`config.mk`:
```
export PLATFORM = sky130hd
export DESIGN_NAME = neureka_infeat_load_sequencer
export DESIGN_NICKNAME = d
export VERILOG_FILES = /design/src/rtl/neureka_package.sv /design/src/rtl/neureka_infeat_pad_classify.sv /design/src/rtl/neureka_infeat_load_sequencer.sv
export SDC_FILE = /design/constraint.sdc
export NUM_CORES = 1
export LEC_CHECK = 0
export ABC_AREA = 1
export BUFFER_PORTS_ARGS = -buffer_cell sky130_fd_sc_hd__buf_2
export CORE_ASPECT_RATIO = 1.1
export CORE_MARGIN = 1
export CORE_UTILIZATION = 26
export DETAILED_ROUTE_END_ITERATION = 8
export SYNTH_ARGS = -nofsm -noshare
export SYNTH_HDL_FRONTEND = slang
export SYNTH_HIERARCHICAL = 1
export SYNTH_SLANG_ARGS = --single-unit
```
`constraint.sdc`:
```
create_clock -name clk_i -period 4.1 [get_ports clk_i]
set_input_delay 0.41 -clock clk_i [delete_from_list [all_inputs] [get_ports clk_i]]
set_output_delay 0.41 -clock clk_i [all_outputs]
set_load 0.01 [all_outputs]
```
`src/rtl/neureka_package.sv`:
```
// Shared types and sizing constants for the input-feature buffer and its load sequencer.
package neureka_package;

  localparam int NEUREKA_INFEAT_BUFFER_SIZE_H = 8;
  localparam int NEUREKA_INFEAT_BUFFER_SIZE_W = 8;
  localparam int NEUREKA_INFEAT_SEQ_CW        = 4;

  typedef enum logic [1:0] {
    IB_IDLE    = 2'd0,
    IB_LOAD    = 2'd1,
    IB_EXTRACT = 2'd2
  } state_infeat_buffer_t;

  typedef enum logic [2:0] {
    SEQ_IDLE      = 3'd0,
    SEQ_SCAN      = 3'd1,
    SEQ_CMD       = 3'd2,
    SEQ_WAIT_EXT  = 3'd3,
    SEQ_WAIT_CONS = 3'd4
  } seq_state_t;

  typedef struct packed {
    logic [NEUREKA_INFEAT_SEQ_CW-1:0] tile_h;
    logic [NEUREKA_INFEAT_SEQ_CW-1:0] tile_w;
    logic [NEUREKA_INFEAT_SEQ_CW-1:0] pad_top;
    logic [NEUREKA_INFEAT_SEQ_CW-1:0] pad_bottom;
    logic [NEUREKA_INFEAT_SEQ_CW-1:0] pad_left;
    logic [NEUREKA_INFEAT_SEQ_CW-1:0] pad_right;
  } ctrl_infeat_seq_t;

endpackage

```
`src/rtl/neureka_infeat_pad_classify.sv`:
```
// Combinational per-pixel classifier: is (row, col) outside the tile (implicit)
// or inside the tile but within an explicit padding border.
module neureka_infeat_pad_classify
  import neureka_package::*;
#(
  parameter int CW = NEUREKA_INFEAT_SEQ_CW
) (
  input  logic [CW-1:0]    row,
  input  logic [CW-1:0]    col,
  input  ctrl_infeat_seq_t cfg,
  output logic             implicit_pad,
  output logic             explicit_pad
);

  localparam int SW = CW + 1;

  logic signed [SW-1:0] row_s;
  logic signed [SW-1:0] col_s;
  logic signed [SW-1:0] bot_thr;
  logic signed [SW-1:0] rgt_thr;

  assign row_s = $signed({1'b0, row});
  assign col_s = $signed({1'b0, col});

  // Thresholds go negative when padding exceeds the tile, which makes every row/col match.
  assign bot_thr = $signed({1'b0, cfg.tile_h}) - $signed({1'b0, cfg.pad_bottom});
  assign rgt_thr = $signed({1'b0, cfg.tile_w}) - $signed({1'b0, cfg.pad_right});

  assign implicit_pad = (row >= cfg.tile_h) || (col >= cfg.tile_w);

  assign explicit_pad = !implicit_pad &&
                        ((row < cfg.pad_top)  || (row_s >= bot_thr) ||
                         (col < cfg.pad_left) || (col_s >= rgt_thr));

endmodule

```
`src/rtl/neureka_infeat_load_sequencer.sv`:
```
// Builds per-subtile padding masks one pixel per cycle, then drives the
// input-feature buffer through load -> extract -> idle.
module neureka_infeat_load_sequencer
  import neureka_package::*;
#(
  parameter int BUF_H = NEUREKA_INFEAT_BUFFER_SIZE_H,
  parameter int BUF_W = NEUREKA_INFEAT_BUFFER_SIZE_W,
  parameter int CW    = NEUREKA_INFEAT_SEQ_CW
) (
  input  logic                         clk_i,
  input  logic                         rst_ni,
  input  logic                         enable_i,
  input  logic                         clear_i,
  input  logic                         start_i,
  input  logic [CW-1:0]                tile_h_i,
  input  logic [CW-1:0]                tile_w_i,
  input  logic [CW-1:0]                pad_top_i,
  input  logic [CW-1:0]                pad_bottom_i,
  input  logic [CW-1:0]                pad_left_i,
  input  logic [CW-1:0]                pad_right_i,
  input  logic                         consumed_i,
  input  state_infeat_buffer_t         ib_state_i,
  output logic                         goto_load_o,
  output logic                         goto_idle_o,
  output logic [$clog2(BUF_H*BUF_W):0] load_len_o,
  output logic [BUF_H*BUF_W-1:0]       implicit_pad_o,
  output logic [BUF_H*BUF_W-1:0]       explicit_pad_o,
  output logic                         busy_o,
  output logic                         done_o
);

  localparam int NPIX  = BUF_H * BUF_W;
  localparam int IDX_W = $clog2(NPIX);
  localparam int LEN_W = IDX_W + 1;

  seq_state_t       state_q, state_d;
  ctrl_infeat_seq_t cfg_q;
  logic [CW-1:0]    row_q, col_q;
  logic [NPIX-1:0]  imp_q, exp_q;
  logic [LEN_W-1:0] len_q;
  logic [IDX_W-1:0] idx;
  logic             last_col, last_pix;
  logic             pix_imp, pix_exp;

  assign last_col = (col_q == CW'(BUF_W - 1));
  assign last_pix = last_col && (row_q == CW'(BUF_H - 1));
  assign idx      = IDX_W'(row_q) * IDX_W'(BUF_W) + IDX_W'(col_q);

  neureka_infeat_pad_classify #(
    .CW (CW)
  ) i_classify (
    .row          (row_q),
    .col          (col_q),
    .cfg          (cfg_q),
    .implicit_pad (pix_imp),
    .explicit_pad (pix_exp)
  );

  always_ff @(posedge clk_i or negedge rst_ni) begin
    if (!rst_ni) begin
      state_q <= SEQ_IDLE;
    end else begin
      state_q <= state_d;
    end
  end

  // Pulses are gated by enable/clear so a held CMD or WAIT_CONS state cannot repeat them.
  always_comb begin
    state_d     = state_q;
    goto_load_o = 1'b0;
    goto_idle_o = 1'b0;
    done_o      = 1'b0;
    if (clear_i) begin
      state_d = SEQ_IDLE;
    end else if (enable_i) begin
      case (state_q)
        SEQ_IDLE: begin
          if (start_i) state_d = SEQ_SCAN;
        end
        SEQ_SCAN: begin
          if (last_pix) state_d = SEQ_CMD;
        end
        SEQ_CMD: begin
          goto_load_o = 1'b1;
          state_d     = SEQ_WAIT_EXT;
        end
        SEQ_WAIT_EXT: begin
          if (ib_state_i == IB_EXTRACT) state_d = SEQ_WAIT_CONS;
        end
        SEQ_WAIT_CONS: begin
          if (consumed_i) begin
            goto_idle_o = 1'b1;
            done_o      = 1'b1;
            state_d     = SEQ_IDLE;
          end
        end
        default: state_d = SEQ_IDLE;
      endcase
    end
  end

  always_ff @(posedge clk_i or negedge rst_ni) begin
    if (!rst_ni) begin
      cfg_q <= '0;
      row_q <= '0;
      col_q <= '0;
      imp_q <= '0;
      exp_q <= '0;
      len_q <= '0;
    end else if (clear_i) begin
      row_q <= '0;
      col_q <= '0;
      imp_q <= '0;
      exp_q <= '0;
      len_q <= '0;
    end else if (enable_i) begin
      if (state_q == SEQ_IDLE && start_i) begin
        cfg_q <= '{tile_h:     tile_h_i,
                   tile_w:     tile_w_i,
                   pad_top:    pad_top_i,
                   pad_bottom: pad_bottom_i,
                   pad_left:   pad_left_i,
                   pad_right:  pad_right_i};
        row_q <= '0;
        col_q <= '0;
        len_q <= '0;
      end else if (state_q == SEQ_SCAN) begin
        imp_q[idx] <= pix_imp;
        exp_q[idx] <= pix_exp;
        if (last_col) begin
          col_q <= '0;
          row_q <= last_pix ? '0 : row_q + 1'b1;
        end else begin
          col_q <= col_q + 1'b1;
        end
        if (last_pix) len_q <= LEN_W'(NPIX);
      end
    end
  end

  assign load_len_o     = len_q;
  assign implicit_pad_o = imp_q;
  assign explicit_pad_o = exp_q;
  assign busy_o         = (state_q != SEQ_IDLE);

endmodule

```
---- Word-level counts from Yosys, hierarchy flattened ----
Cells that the tools add are included.
W data, S select, Z words.
storage, ports and cells
  output and inout port bits .............. 139
  input bits .............................. 32
  word-level logic and storage cells ...... 102
  register bits ........................... 170
operators by class
  reduce and logical (&&, ||, !) cells .... 22
  $add $sub $neg .......................... 5
  bitwise logic cells ..................... 1
  magnitude comparators ................... 8
  eq/ne operators ......................... 12
  muxes and demuxes ....................... 42
operators with widths
  operator               count
  $mux W64               8
  $bwmux W64             2
  $mux W4                11
  $mux W7                5
  $mux W3                6
  $pmux W3 S5            1
  $ne A3 B3 Y1 const B   4
  $reduce_and A3 Y1      4
  $reduce_bool A3 Y1     4
  $ge A5 B5 Y1           2
  $sub A4 B4 Y5          2
  $add A4 B1 Y4 const B  2
  $eq A4 B3 Y1 const B   2
  $ge A4 B4 Y1           2
  $lt A4 B4 Y1           2
  $mux W1                8
  $lt A6 B7 Y1 const B   1
  $add A6 B4 Y6          1
  $demux W1 S6           1
  $eq A3 B2 Y1 const B   2
  $ge A6 B1 Y1 const B   1
  $reduce_and A5 Y1      1
  $logic_and A1 B1 Y1    4
  $logic_or A1 B1 Y1     4
  9 further kinds        10

---- Logic depth before layout (Yosys ltp) ----
Gate-level depths: netlist (run 1).
  word-level depth ........................ 11
  gate-level depth with buffers ........... 21
  depth with buffers taken out ............ 20

---- By module ----
Netlist (run 1), hierarchy kept.
modules (own cells, without submodules)
  module                         area each (sq um)  seq. area each (sq um)  instances  cells each
  neureka_infeat_load_sequencer  7433.4             4103.9                  1          912
  neureka_infeat_pad_classify    842.1              0.0                     1          128

---- Worst setup path before layout (run 1) ----
OpenSTA, ideal clock, no wires.
  path kind ............................... flip-flop to flip-flop
  start point ............................. reg cfg_q[16] (netlist name)
  end point ............................... reg exp_q[32], in the netlist explicit_pad_o[32]
  required time ........................... 4.034 ns
  arrival time ............................ 2.643 ns
  clock period less this slack ............ 2.709 ns
  library setup time ...................... 0.066 ns
  stages on the path, launching flop included .. 22
  path slack .............................. 1.391 ns
  buffers on the path ..................... 1
  cell sequence ........................... dfrtp_1 -> inv_1 -> ha_1 -> inv_1 -> fa_1 -> xnor2_1 -> ha_1 -> nand2_1 -> inv_1 -> nand2_1 -> nand2_1 -> nand2_1 -> nand2_1 -> nor2_1 -> nand4_1 -> nand2_1 -> inv_1 -> inv_1 -> nor2_1 -> clkbuf_1 -> nand3_1 -> nand2_1
between the ends
  cells in the longest elaborated chain, start to end .. 9
  elaborated cells between the ends (all ways) .. 12
  those cells by class .................... 1 x add/sub; 2 x order compare; 5 x mux; 4 x reduce/logical
RTL lines
  what                                                           RTL line                                                              source
  from (decl)                                                    neureka_infeat_load_sequencer.sv:37                                   ctrl_infeat_seq_t cfg_q;
  from (signal assigned)                                         neureka_infeat_load_sequencer.sv:118                                  cfg_q <= '{tile_h: tile_h_i,
  $sub A4 B4 Y5 / $ge A4 B4 Y1 (equally long branches)           neureka_infeat_pad_classify.sv:27, neureka_infeat_pad_classify.sv:29
  $ge A5 B5 Y1 / $logic_or A1 B1 Y1 (equally long branches)      neureka_infeat_pad_classify.sv:33, neureka_infeat_pad_classify.sv:29
  $logic_or A1 B1 Y1 / $logic_not A1 Y1 (equally long branches)  neureka_infeat_pad_classify.sv:33, neureka_infeat_pad_classify.sv:31
  $logic_and A1 B1 Y1 *                                          neureka_infeat_pad_classify.sv:31                                     assign explicit_pad = !implicit_pad &&
  net pix_exp                                                    neureka_infeat_load_sequencer.sv:43                                   logic pix_imp, pix_exp;
  $bwmux W64 *                                                   neureka_infeat_load_sequencer.sv:129                                  exp_q[idx] <= pix_exp;
  $mux W64 *                                                     neureka_infeat_load_sequencer.sv:127                                  end else if (state_q == SEQ_SCAN) begin
  $mux W64 *                                                     neureka_infeat_load_sequencer.sv:117                                  if (state_q == SEQ_IDLE && start_i) begin
  $mux W64 *                                                     neureka_infeat_load_sequencer.sv:116                                  end else if (enable_i) begin
  $mux W64 *                                                     neureka_infeat_load_sequencer.sv:110                                  end else if (clear_i) begin
  to (signal, indexed assignment)                                neureka_infeat_load_sequencer.sv:129
  to (decl)                                                      neureka_infeat_load_sequencer.sv:39                                   logic [NPIX-1:0] imp_q, exp_q;
The timed path passes the listed nets; every way through them passes the cells marked *. The select of a mux whose other input is x is not followed.
A chain may end at the register's enable or synchronous reset.

---- Worst setup path after layout (run 1) ----
  start point ............................. reg cfg_q[16] (netlist name)
  end point ............................... reg exp_q[35], in the netlist explicit_pad_o[35]
The elaborated chain is that of the path after synthesis.

==> results of run 1 <==
final cells by class:
cell class	instances	area (µm²)	share of cell area, %
Inverter	73	277	2.72
Sequential cell	164	4100	40.4
Clock inverter	13	196	1.93
Tap cell	420	526	5.17
Timing Repair Buffer	181	982	9.67
Clock buffer	19	443	4.36
Multi-Input combinational cell	741	3630	35.7
sequential cells by signal, summed over array words and instances, names as in the netlist:
register        count
state_q             3
cfg_q              24
row_q               4
explicit_pad_o     64
implicit_pad_o     64
col_q               4
load_len_o          1
metal layers:
metal / up-vias / wire length (µm)
li1: 3647 / -
met1: 3600 / 10900
met2: 185 / 11900
met3: 21 / 1620
met4: 0 / 293
met5: - / 0
placed cells by master, fill, tap and decap left out, drive strengths merged:
cell,synthesis,final
a21oi,11,11
buf,41,180
bufinv,0,4
clkbuf,26,19
clkinv,4,10
conb,1,6
dfrtp,164,164
dlygate4sd3,0,1
fa,2,2
ha,34,34
inv,69,72
nand2,345,345
nand3,254,254
nand3b,1,1
nand4,9,9
nor2,38,38
nor3,4,4
o211ai,2,2
o21ai,27,27
or2,3,3
xnor2,4,4
xor2,1,1
final timing paths:
check | slack, ns | to | startpoint | depth (start not counted)
worst max-delay path | 1.31 | explicit_pad_o[35] | cfg_q[16] | 21
worst min-delay path | 0.17 | cfg_q[23] | tile_h_i[3] | 3
worst max register to register | 1.31 | explicit_pad_o[35] | cfg_q[16] | 21
worst min register to register | 0.47 | implicit_pad_o[31] | implicit_pad_o[31] | 2
max in group asynchronous | 2.69 | implicit_pad_o[33] | rst_ni | 3
min in group asynchronous | 0.42 | cfg_q[9] | rst_ni | 2
critical path: stages, from the launching register on:
cell and delay (ns):
dfrtp_1 0.40, inv_1 0.06, ha_1 0.13, inv_1 0.06, fa_1 0.40, xnor2_1 0.16, ha_1 0.30, nand2_1 0.05
inv_1 0.04, nand2_1 0.04, nand2_1 0.05, nand2_1 0.04, nand2_1 0.05, nor2_1 0.03, nand4_1 0.06, nand2_1 0.05
inv_1 0.05, inv_1 0.05, nor2_4 0.10, buf_12 0.30, nand3_1 0.14, nand2_1 0.13
where the power goes:
part | total, W | internal, W | switching [W]
logic | 0.00100 | 0.000301 | 0.000702
registers | 0.00177 | 0.00170 | 0.0000730
clock network | 0.00176 | 0.00105 | 0.000713
total | 0.00453 | 0.00304 | 0.00149
kinds of logic (layout without fill, tap and decap cells):
logic type                 Yosys count  after routing
and+or+nand+nor                    654            654
DFF                                164            164
buffers and inverters              140            286
AOI/OAI and AO/OA                   40             40
adders and majority gates           36             36
xor gates and xnor gates             5              5
other                                1              6
through the flow:
| step | power (W) | instance area (µm²) | std cells | hold slack [ns] |
|---|---|---|---|---|
| after floorplan | 0.00248 | 8290 | 1045 | 0.114 |
| after global placement | 0.00279 | 9510 | 1578 | 0.315 |
| after detailed placement | 0.00281 | 9510 | 1578 | 0.315 |
| after CTS | 0.00460 | 10200 | 1611 | 0.152 |
| after global routing | 0.00481 | 10200 | 1611 | 0.171 |
| final | 0.00453 | 10200 | 1611 | 0.174 |
what timing repair did:
item	4_1_cts	5_1_grt
endpoints found under the setup margin	0	0
endpoints found under the hold margin	29	0
hold buffers	1	0
==> flow_metrics.env, run 1 <==
export IMPL_status="finished, final reports clean"
export IMPL_grt_pass1_wl_um=39500
export IMPL_tightest_slew_ns=1.22
export IMPL_worst_skew_pair_late_latency_ns=0.44
export IMPL_drtIter0Drc=369
export IMPL_synth_top_area_share_pct=49.6
export IMPL_ioPinCount=171
export IMPL_endpoint_kind="flop"
export IMPL_synth_top_area_cell="dfrtp_1"
export IMPL_async_reset_ff_share_pct=100
export IMPL_final_util_pct=32.4
export IMPL_synth_fa_ha_area_share_pct=5.62
export IMPL_dieArea_um2=32500
export IMPL_cts_resized=0
export IMPL_via_per_inst=4.63
export IMPL_skew_ns=0.0132
export IMPL_maxCapViolCount=0
export IMPL_tritoncts="yes"
export IMPL_top_usage_layer="met2"
export IMPL_n_fill_cell=3382
export IMPL_crit_fanout=64
export IMPL_core_area_um2=31300
export IMPL_dpl_hpwl_um=16400
export IMPL_vias=7453
export IMPL_antenna_found_initial=0
export IMPL_use_met1_pct=19.9
export IMPL_chipHeight_um=189
export IMPL_grt_overflow=0
export IMPL_path_clk_slew_ns=0.07
export IMPL_tns_ns=0
export IMPL_p_leak_nw=5.79
export IMPL_ys_types=28
export IMPL_yosys_area_share_simple_pct=34.6
export IMPL_clock_sinks=164
export IMPL_row_count=68
export IMPL_grt_max_degree=95
export IMPL_synth_compound_gate_area_share_pct=2.48
export IMPL_fin_crit_sh_pct=68.0
export IMPL_max_freq_mhz=358
export IMPL_rsz0062_at_grt="false"
export IMPL_synthTopCellsByCount="344 x nand2_1, 254 x nand3_1, 164 x dfrtp_1, 61 x inv_1, 34 x ha_1"
export IMPL_arrival_ns=3.16
export IMPL_p_per_area_nw_per_um2=446
export IMPL_synth_most_common_cell="nand2_1"
export IMPL_io_buffers=164
export IMPL_drc=0
export IMPL_cts_max_path_buffers=2
export IMPL_gp_congestion=0.787
export IMPL_netlist_instances=1040
export IMPL_yosys_most_used_dff="dfrtp_1"
export IMPL_start_kind="flop"
export IMPL_cts_setup_buffers=0
export IMPL_cts_max_level=4
export IMPL_syn_area_um2=8280
export IMPL_synth_edf_count=0
export IMPL_worstPathRequired_ns=4.47
export IMPL_synth_top_family_by_area="simple AND/OR/NAND/NOR gates"
export IMPL_start_util_pct=26.4
export IMPL_met3_usage_pct=4.74
export IMPL_die_w_um=172
export IMPL_drt_wl_total_um=24700
export IMPL_firstDrtPassIters=5
export IMPL_fin_nets=1246
export IMPL_synth_xor_area_share_pct=0.529
export IMPL_root_buffer="clkbuf_16"
export IMPL_slew_headroom_pct=18.3
export IMPL_yosysWarnings=6
export IMPL_setup_slack_ns=1.31
export IMPL_post_route_min_period_ns=2.79
export IMPL_cts_inserted_buffers=17
export IMPL_hold_path_class="input port to flop"
export IMPL_hold_viol=0
export IMPL_drv_slew=0
export IMPL_synth_area_leaders="dfrtp_1 50%, nand2_1 16%, nand3_1 15%"
export IMPL_setup_violations=0
export IMPL_antenna_cells=0
export IMPL_avgSynthCellArea_um2=7.96
export IMPL_critPathKind="flop to flop"
export IMPL_ys_ff_latch=164
export IMPL_dp_slack_ns=1.33
export IMPL_ir_drop_mv=0.319
export IMPL_synthMuxAreaShare_pct=0
export IMPL_ys_seq_area_share_pct=49.6
export IMPL_ant_nets=0
export IMPL_grt_pass1_vias=7239
export IMPL_drive_gt1_share_pct=20.2
export IMPL_areaGrowthSynthToFinish_pct=22.7
export IMPL_track_usage_pct=15.8
export IMPL_wl_per_cell_um=15.3
export IMPL_use_met2_pct=25.9
No activity file was read; power rests on OpenSTA's default activity.
==> run 2: changes to the inputs <==
==> constraint.sdc (replaced) <==
create_clock -name clk_i -period 2.65 [get_ports clk_i]
set_input_delay 0.265 -clock clk_i [delete_from_list [all_inputs] [get_ports clk_i]]
set_output_delay 0.265 -clock clk_i [all_outputs]
set_load 0.01 [all_outputs]
==> run 2 against run 1 <==
Effect of this change:
- worst hold slack worse by 0.13 ns
- routed wire length is essentially flat
- global-route usage down 0.15 points
- setup slack lost 1.3 ns
- clock skew is 0.00090 ns higher
- register-to-register slack got worse by 1.3 ns
- die area unchanged
- via count grew 0.24%
- utilization rose by 0.44 points
- sequential share of layout area shrank 0.55 points
- first-iteration DRC count increased by 25%
- clock power is 45% higher
- critical path type unchanged
- largest cell class unchanged
- highest routed layer unchanged
==> flow_metrics.env, run 2 (same netlist as run 1, synthesis figures left out) <==
export IMPL_fin_crit_sh_pct=99.5
export IMPL_path_clk_slew_ns=0.07
export IMPL_firstDrtPassIters=5
export IMPL_max_freq_mhz=379
export IMPL_critPathKind="flop to flop"
export IMPL_rrSetupSlack_ns=0.01
export IMPL_fin_nets=1262
export IMPL_post_route_min_period_ns=2.64
export IMPL_antenna_cells=0
export IMPL_crit_path_cell_trace="inv_1, ha_1, inv_2, fa_2, inv_1, ha_1, nand2_1, inv_1, nand2_1, nand2_1, nand2_1, nand2_1, nor2_1, nand4_1, nand2_1, inv_1, inv_2, nor2_4, buf_12, nand3_1, nand2_1"
export IMPL_worstPathRequired_ns=3.02
export IMPL_final_cell_mix="344 x nand2_1, 252 x nand3_1, 164 x dfrtp_1, 163 x buf_2, 59 x inv_1"
export IMPL_drc=0
export IMPL_hold_depth=3
export IMPL_crit_fanout=39
export IMPL_hold_end="cfg_q[4]"
export IMPL_drtIter0Drc=462
export IMPL_cts_setup_buffers=0
export IMPL_tightest_slew_ns=0.627
export IMPL_dieArea_um2=32500
export IMPL_fin_cells=1627
export IMPL_skew_ns=0.0141
export IMPL_final_common_cell="nand2_1"
export IMPL_core_area_um2=31300
export IMPL_p_per_area_nw_per_um2=678
export IMPL_wl_per_cell_um=15.2
export IMPL_crit_slowest_cell="fa_2"
export IMPL_hold_start="pad_left_i[0]"
export IMPL_ioPinCount=171
export IMPL_rr_startpoint="cfg_q[16]"
export IMPL_chipHeight_um=189
export IMPL_whs_ns=0.0425
export IMPL_dpl_hpwl_um=16800
export IMPL_rsz0062_at_grt="true"
export IMPL_rr_worst_depth=21
export IMPL_row_count=68
export IMPL_tritoncts="yes"
export IMPL_drv_slew=0
export IMPL_arrival_ns=3.01
export IMPL_gp_congestion=0.817
export IMPL_antenna_found_initial=0
export IMPL_hold_viol=0
export IMPL_finalPower_w=0.00698
export IMPL_grt_max_degree=66
export IMPL_drive_gt1_share_pct=21.8
export IMPL_drt_wl_total_um=24700
export IMPL_grt_overflow=0
export IMPL_track_usage_pct=15.7
export IMPL_die_w_um=172
export IMPL_io_buffers=164
export IMPL_grt_pass1_vias=7132
export IMPL_max_stage_delay_ns=0.52
export IMPL_cp_common_cell="nand2_1"
export IMPL_multiInputGateArea_um2=3650
export IMPL_status="finished, final reports clean"
export IMPL_setup_violations=0
export IMPL_worst_path_buf_inv=7
export IMPL_placedCellCount=1594
export IMPL_cts_max_path_buffers=2
export IMPL_grt_pass1_wl_um=39200
export IMPL_start_util_pct=26.4
export IMPL_cpLargestDelayFamily="adder cells"
export IMPL_seqCellArea_um2=4100
export IMPL_cts_max_level=4
export IMPL_worst_skew_pair_late_latency_ns=0.43
export IMPL_n_fill_cell=3359
export IMPL_clock_sinks=164
export IMPL_endpoint_kind="flop"
export IMPL_via_per_inst=4.59
export IMPL_p_leak_nw=5.87
export IMPL_hold_path_class="input port to flop"
export IMPL_slew_headroom_pct=58.2
export IMPL_areaGrowthSynthToFinish_pct=24.4
export IMPL_start_kind="flop"
export IMPL_maxCapViolCount=0
export IMPL_ant_nets=0
export IMPL_vias=7471
export IMPL_r2r_end="explicit_pad_o[46]"
export IMPL_cts_inserted_buffers=17
export IMPL_root_buffer="clkbuf_16"
export IMPL_ir_drop_mv=0.374
[run 2: changes by cell type in the layout (fill, tap and decap cells not counted), moves of 2 or more]
cell       delta
nand3_1       -2
inv_8         +4
inv_2         +2
inv_6         +5
nand3_2       +2
buf_4        +13
bufinv_16     -3
buf_12        +3
clkinv_4      -3
clkinv_2      -2
inv_1         -2
[run 2: what timing repair did]
item	in CTS	in global routing
hold buffers	1	0
gates resized for setup	2	4
endpoints found under the hold margin	47	0
setup endpoints to repair	8	64
[run 2: layout make-up]
type	count	area share, %
Clock buffer	17	4.13
Clock inverter	15	1.70
Inverter	73	2.69
Multi-Input combinational cell	741	35.4
Sequential cell	164	39.9
Tap cell	420	5.11
Timing Repair Buffer	197	11.1
[run 2: how the worst max path moves through the flow]
stage	from	to	cells past startpoint
floorplan	cfg_q[16]	explicit_pad_o[32]	21
global placement	cfg_q[16]	explicit_pad_o[30]	19
detailed placement	cfg_q[16]	explicit_pad_o[30]	19
CTS	cfg_q[16]	explicit_pad_o[46]	21
global route	cfg_q[16]	explicit_pad_o[38]	21
finish	cfg_q[16]	explicit_pad_o[46]	21
[run 2: where the power goes]
group	total, W	internal (W)	switching (W)	leakage, nW
Clock	0.00256	0.00136	0.00120	0.298
Combinational	0.00170	0.000561	0.00113	3.32
Sequential	0.00273	0.00262	0.000109	2.25
[run 2: tightest hold or removal path: stages]
cell and delay (ns):
buf_2 0.07, nand2_1 0.04, nand2_1 0.05
[run 2: metrics by stage]
step | setup WS [ns] | cell area [µm²] | utilization (%) | TNS [ns]
2_1_floorplan | 0.0511 | 8300 | - | 0
3_3_place_gp | 0.0475 | 9660 | 30.9 | 0
3_5_place_dp | 0.00157 | 9660 | 30.9 | 0
4_1_cts | 0.00558 | 10300 | 32.8 | 0
5_1_grt | -0.222 | 10300 | 32.9 | -9.95
6_report | 0.0138 | 10300 | 32.9 | 0
[run 2: per-layer routing]
layer  vias to the layer above  routed length [µm]  global-route usage, %
met2                       223               11400                   24.9
li1                       3694                   -                      -
met3                        21                1870                   4.93
met5                         -                   0                      0
met4                         0                 357                   4.25
met1                      3533               11200                   20.4
==> run 3: changes to the inputs <==
--- a/config.mk
+++ b/config.mk
@@ -5,7 +5,6 @@
 export SDC_FILE = /design/constraint.sdc
 export NUM_CORES = 1
 export LEC_CHECK = 0
-export ABC_AREA = 1
 export BUFFER_PORTS_ARGS = -buffer_cell sky130_fd_sc_hd__buf_2
 export CORE_ASPECT_RATIO = 1.1
 export CORE_MARGIN = 1
==> run 3 against run 2 <==
Effect of this change:
- the flow now finishes with violations (negative setup slack)
- register-to-register slack got worse by 0.19 ns
- routed wire length is 2.5% lower
- clock-buffer cell count unchanged
- die area is 4.5% higher
- synthesized cell count down 26%
- via count fell by 15%
- final area is 7.1% higher
- critical path type unchanged
==> flow_metrics.env, run 3 <==
export IMPL_critPathKind="flop to flop"
export IMPL_synthMuxAreaShare_pct=18.1
export IMPL_status="complete, but fails checks"
export IMPL_grt_pass1_vias=6452
export IMPL_ys_types=56
export IMPL_tritoncts="yes"
export IMPL_tns_ns=-8.42
export IMPL_firstDrtPassIters=5
export IMPL_track_usage_pct=14.6
export IMPL_p_int_w=0.00461
export IMPL_synthTopCellsByCount="164 x dfrtp_1, 136 x nor2_1, 129 x mux2i_1, 44 x nand4_1, 37 x clkbuf_1"
export IMPL_chipHeight_um=193
export IMPL_ioPinCount=171
export IMPL_post_route_min_period_ns=2.82
export IMPL_yosys_most_used_dff="dfrtp_1"
export IMPL_synth_edf_count=0
export IMPL_root_buffer="clkbuf_16"
export IMPL_start_kind="flop"
export IMPL_setup_slack_ns=-0.172
export IMPL_dieArea_um2=34000
export IMPL_ir_drop_mv=0.414
export IMPL_drt_wl_total_um=24100
export IMPL_antenna_cells=0
export IMPL_synth_area_leaders="dfrtp_1 47%, mux2i_1 15%, nor2_1 5.9%"
export IMPL_final_util_pct=33.9
export IMPL_drive_gt1_share_pct=34.7
export IMPL_skew_ns=0.0142
export IMPL_crit_fanout=13
export IMPL_worst_skew_pair_late_latency_ns=0.44
export IMPL_wl_per_cell_um=17.4
export IMPL_row_count=69
export IMPL_antenna_found_initial=0
export IMPL_tightest_slew_ns=0.822
export IMPL_hold_end="cfg_q[13]"
export IMPL_final_cell_mix="164 x dfrtp_1, 162 x buf_2, 135 x nor2_1, 128 x mux2i_1, 44 x nand4_1"
export IMPL_arrival_ns=3.12
export IMPL_sw_frac_of_total_pct=31.1
export IMPL_final_common_cell="dfrtp_1"
export IMPL_rr_startpoint="cfg_q[16]"
export IMPL_areaGrowthSynthToFinish_pct=27.4
export IMPL_rr_worst_depth=14
export IMPL_gp_congestion=0.750
export IMPL_core_area_um2=32500
export IMPL_endpoint_kind="flop"
export IMPL_hold_path_class="input port to flop"
export IMPL_grt_pass1_wl_um=38200
export IMPL_r2r_end="explicit_pad_o[9]"
export IMPL_rrSetupSlack_ns=-0.17
export IMPL_hold_depth=2
export IMPL_via_per_inst=4.59
export IMPL_hold_start="pad_top_i[1]"
export IMPL_synth_fa_ha_area_share_pct=5.38
export IMPL_drv_slew=0
export IMPL_p_comb_share_pct=22.5
export IMPL_die_w_um=176
export IMPL_cts_max_path_buffers=2
export IMPL_synth_top_family_by_area="simple AND/OR/NAND/NOR gates"
export IMPL_vias=6351
export IMPL_ys_seq_area_share_pct=47.5
export IMPL_p_leak_nw=5.91
export IMPL_clkPwrFrac_pct=37.9
export IMPL_rsz0062_at_grt="true"
export IMPL_dpl_hpwl_um=15800
export IMPL_io_buffers=164
export IMPL_fin_nets=1014
export IMPL_path_clk_slew_ns=0.08
export IMPL_avgSynthCellArea_um2=11.2
export IMPL_synth_top_area_share_pct=47.5
export IMPL_slew_headroom_pct=45.2
export IMPL_synth_most_common_cell="dfrtp_1"
export IMPL_grt_overflow=0
export IMPL_worstPathRequired_ns=2.95
export IMPL_synth_xor_area_share_pct=0.694
export IMPL_drc=0
export IMPL_placed_area_um2=10200
export IMPL_ant_nets=0
export IMPL_maxCapViolCount=0
export IMPL_clock_sinks=164
export IMPL_finalInstanceArea_um2=11000
export IMPL_failed_checks="negative setup slack"
export IMPL_cts_inserted_buffers=17
export IMPL_synth_top_area_cell="dfrtp_1"
export IMPL_hold_viol=0
export IMPL_start_util_pct=26.6
export IMPL_power_switching_w=0.00208
export IMPL_seqPwrFrac_pct=39.6
export IMPL_yosysWarnings=6
export IMPL_synth_compound_gate_area_share_pct=3.66
export IMPL_cts_max_level=4
export IMPL_p_per_area_nw_per_um2=607
export IMPL_grt_max_degree=76
export IMPL_setup_violations=64
export IMPL_drtIter0Drc=310
export IMPL_fin_crit_sh_pct=106
export IMPL_netlist_instances=771
export IMPL_yosys_area_share_simple_pct=19.5
export IMPL_max_freq_mhz=354
export IMPL_async_reset_ff_share_pct=100
export IMPL_ys_ff_latch=164
export IMPL_syn_area_um2=8650
-- run 3: cell types whose count changed in the layout (fill, tap and decap cells not counted), moves of 20 or more --
cell	delta
inv_1	-33
mux2i_1	+128
nand2_1	-328
nor2_1	+109
nor4_4	+20
mux2_2	+24
nand3_1	-250
nand4_1	+36
-- run 3: how the worst max path moves through the flow --
| stage | endpoint | from | cells past startpoint | slack, ns |
|---|---|---|---|---|
| CTS | explicit_pad_o[39] | cfg_q[16] | 14 | -0.06 |
| global placement | explicit_pad_o[54] | cfg_q[20] | 14 | -0.02 |
| finish | explicit_pad_o[9] | cfg_q[16] | 14 | -0.17 |
| global route | explicit_pad_o[53] | cfg_q[16] | 14 | -0.35 |
| floorplan | explicit_pad_o[15] | cfg_q[16] | 14 | 0.07 |
| detailed placement | explicit_pad_o[48] | cfg_q[16] | 14 | -0.02 |
-- run 3: what timing repair did --
item | in CTS | in global routing
gates cloned | 4 | 2
setup endpoints to repair | 64 | 64
buffers inserted | 4 | 3
endpoints found under the hold margin | 56 | 0
gates resized for setup | 25 | 7
hold buffers | 1 | 0
pin swaps | 1 | 0
-- run 3: logic make-up (layout without fill, tap and decap cells) --
family                   count (synthesis)  after routing
AND/OR/NAND/NOR                        265            265
multiplexers                           153            153
other                                    1              6
buffers and inverters                   98            281
adder cells (fa/ha/maj)                 36             36
AO/OA/AOI/OAI                           48             48
flip-flops                             164            164
XOR/XNOR                                 6              6
-- run 3: metal layers --
layer	share of wire, %	track usage (%)	vias to the layer above
met2	48	23.1	159
met5	0	0	-
met4	1.7	5.06	0
li1	-	-	3037
met1	46	19.8	3132
met3	4.3	2.81	23
-- run 3: power groups by stage --
stage / combinational [W] / clock, W / sequential [W]
6_report: 0.00150 / 0.00254 / 0.00265
5_1_grt: 0.00168 / 0.00271 / 0.00266
4_1_cts: 0.00147 / 0.00262 / 0.00265
3_5_place_dp: 0.00115 / 0 / 0.00269
3_3_place_gp: 0.00113 / 0 / 0.00269
2_1_floorplan: 0.000730 / 0 / 0.00268
-- run 3: through the flow --
stage	worst slack [ns]	cells	hold WS [ns]	power (W)
final	-0.172	1385	0.0481	0.00669
after global routing	-0.354	1385	0.0304	0.00705
after CTS	-0.0642	1380	0.0168	0.00673
after detailed placement	-0.0209	1341	0.298	0.00384
after global placement	-0.0212	1341	0.302	0.00382
after floorplan	0.0667	776	-0.0306	0.00341
-- run 3: worst max-delay path: stages (launching register included) --
cell	delay [ns]
dfrtp_1	0.38
inv_1	0.07
ha_2	0.17
inv_2	0.04
fa_2	0.36
xnor2_2	0.19
ha_1	0.26
o21ai_2	0.13
a21oi_2	0.06
nor3_2	0.18
a41oi_4	0.26
buf_6	0.22
buf_16	0.15
mux2i_2	0.14
nor2_1	0.05
-- run 3: final cells by class --
cell class / instances / area [µm²]
Multi-Input combinational cell: 514 / 4260
Inverter: 33 / 124
Clock buffer: 17 / 425
Clock inverter: 15 / 160
Sequential cell: 164 / 4100
Tap cell: 426 / 533
Timing Repair Buffer: 216 / 1420
Fill cell: 3257 / 21500
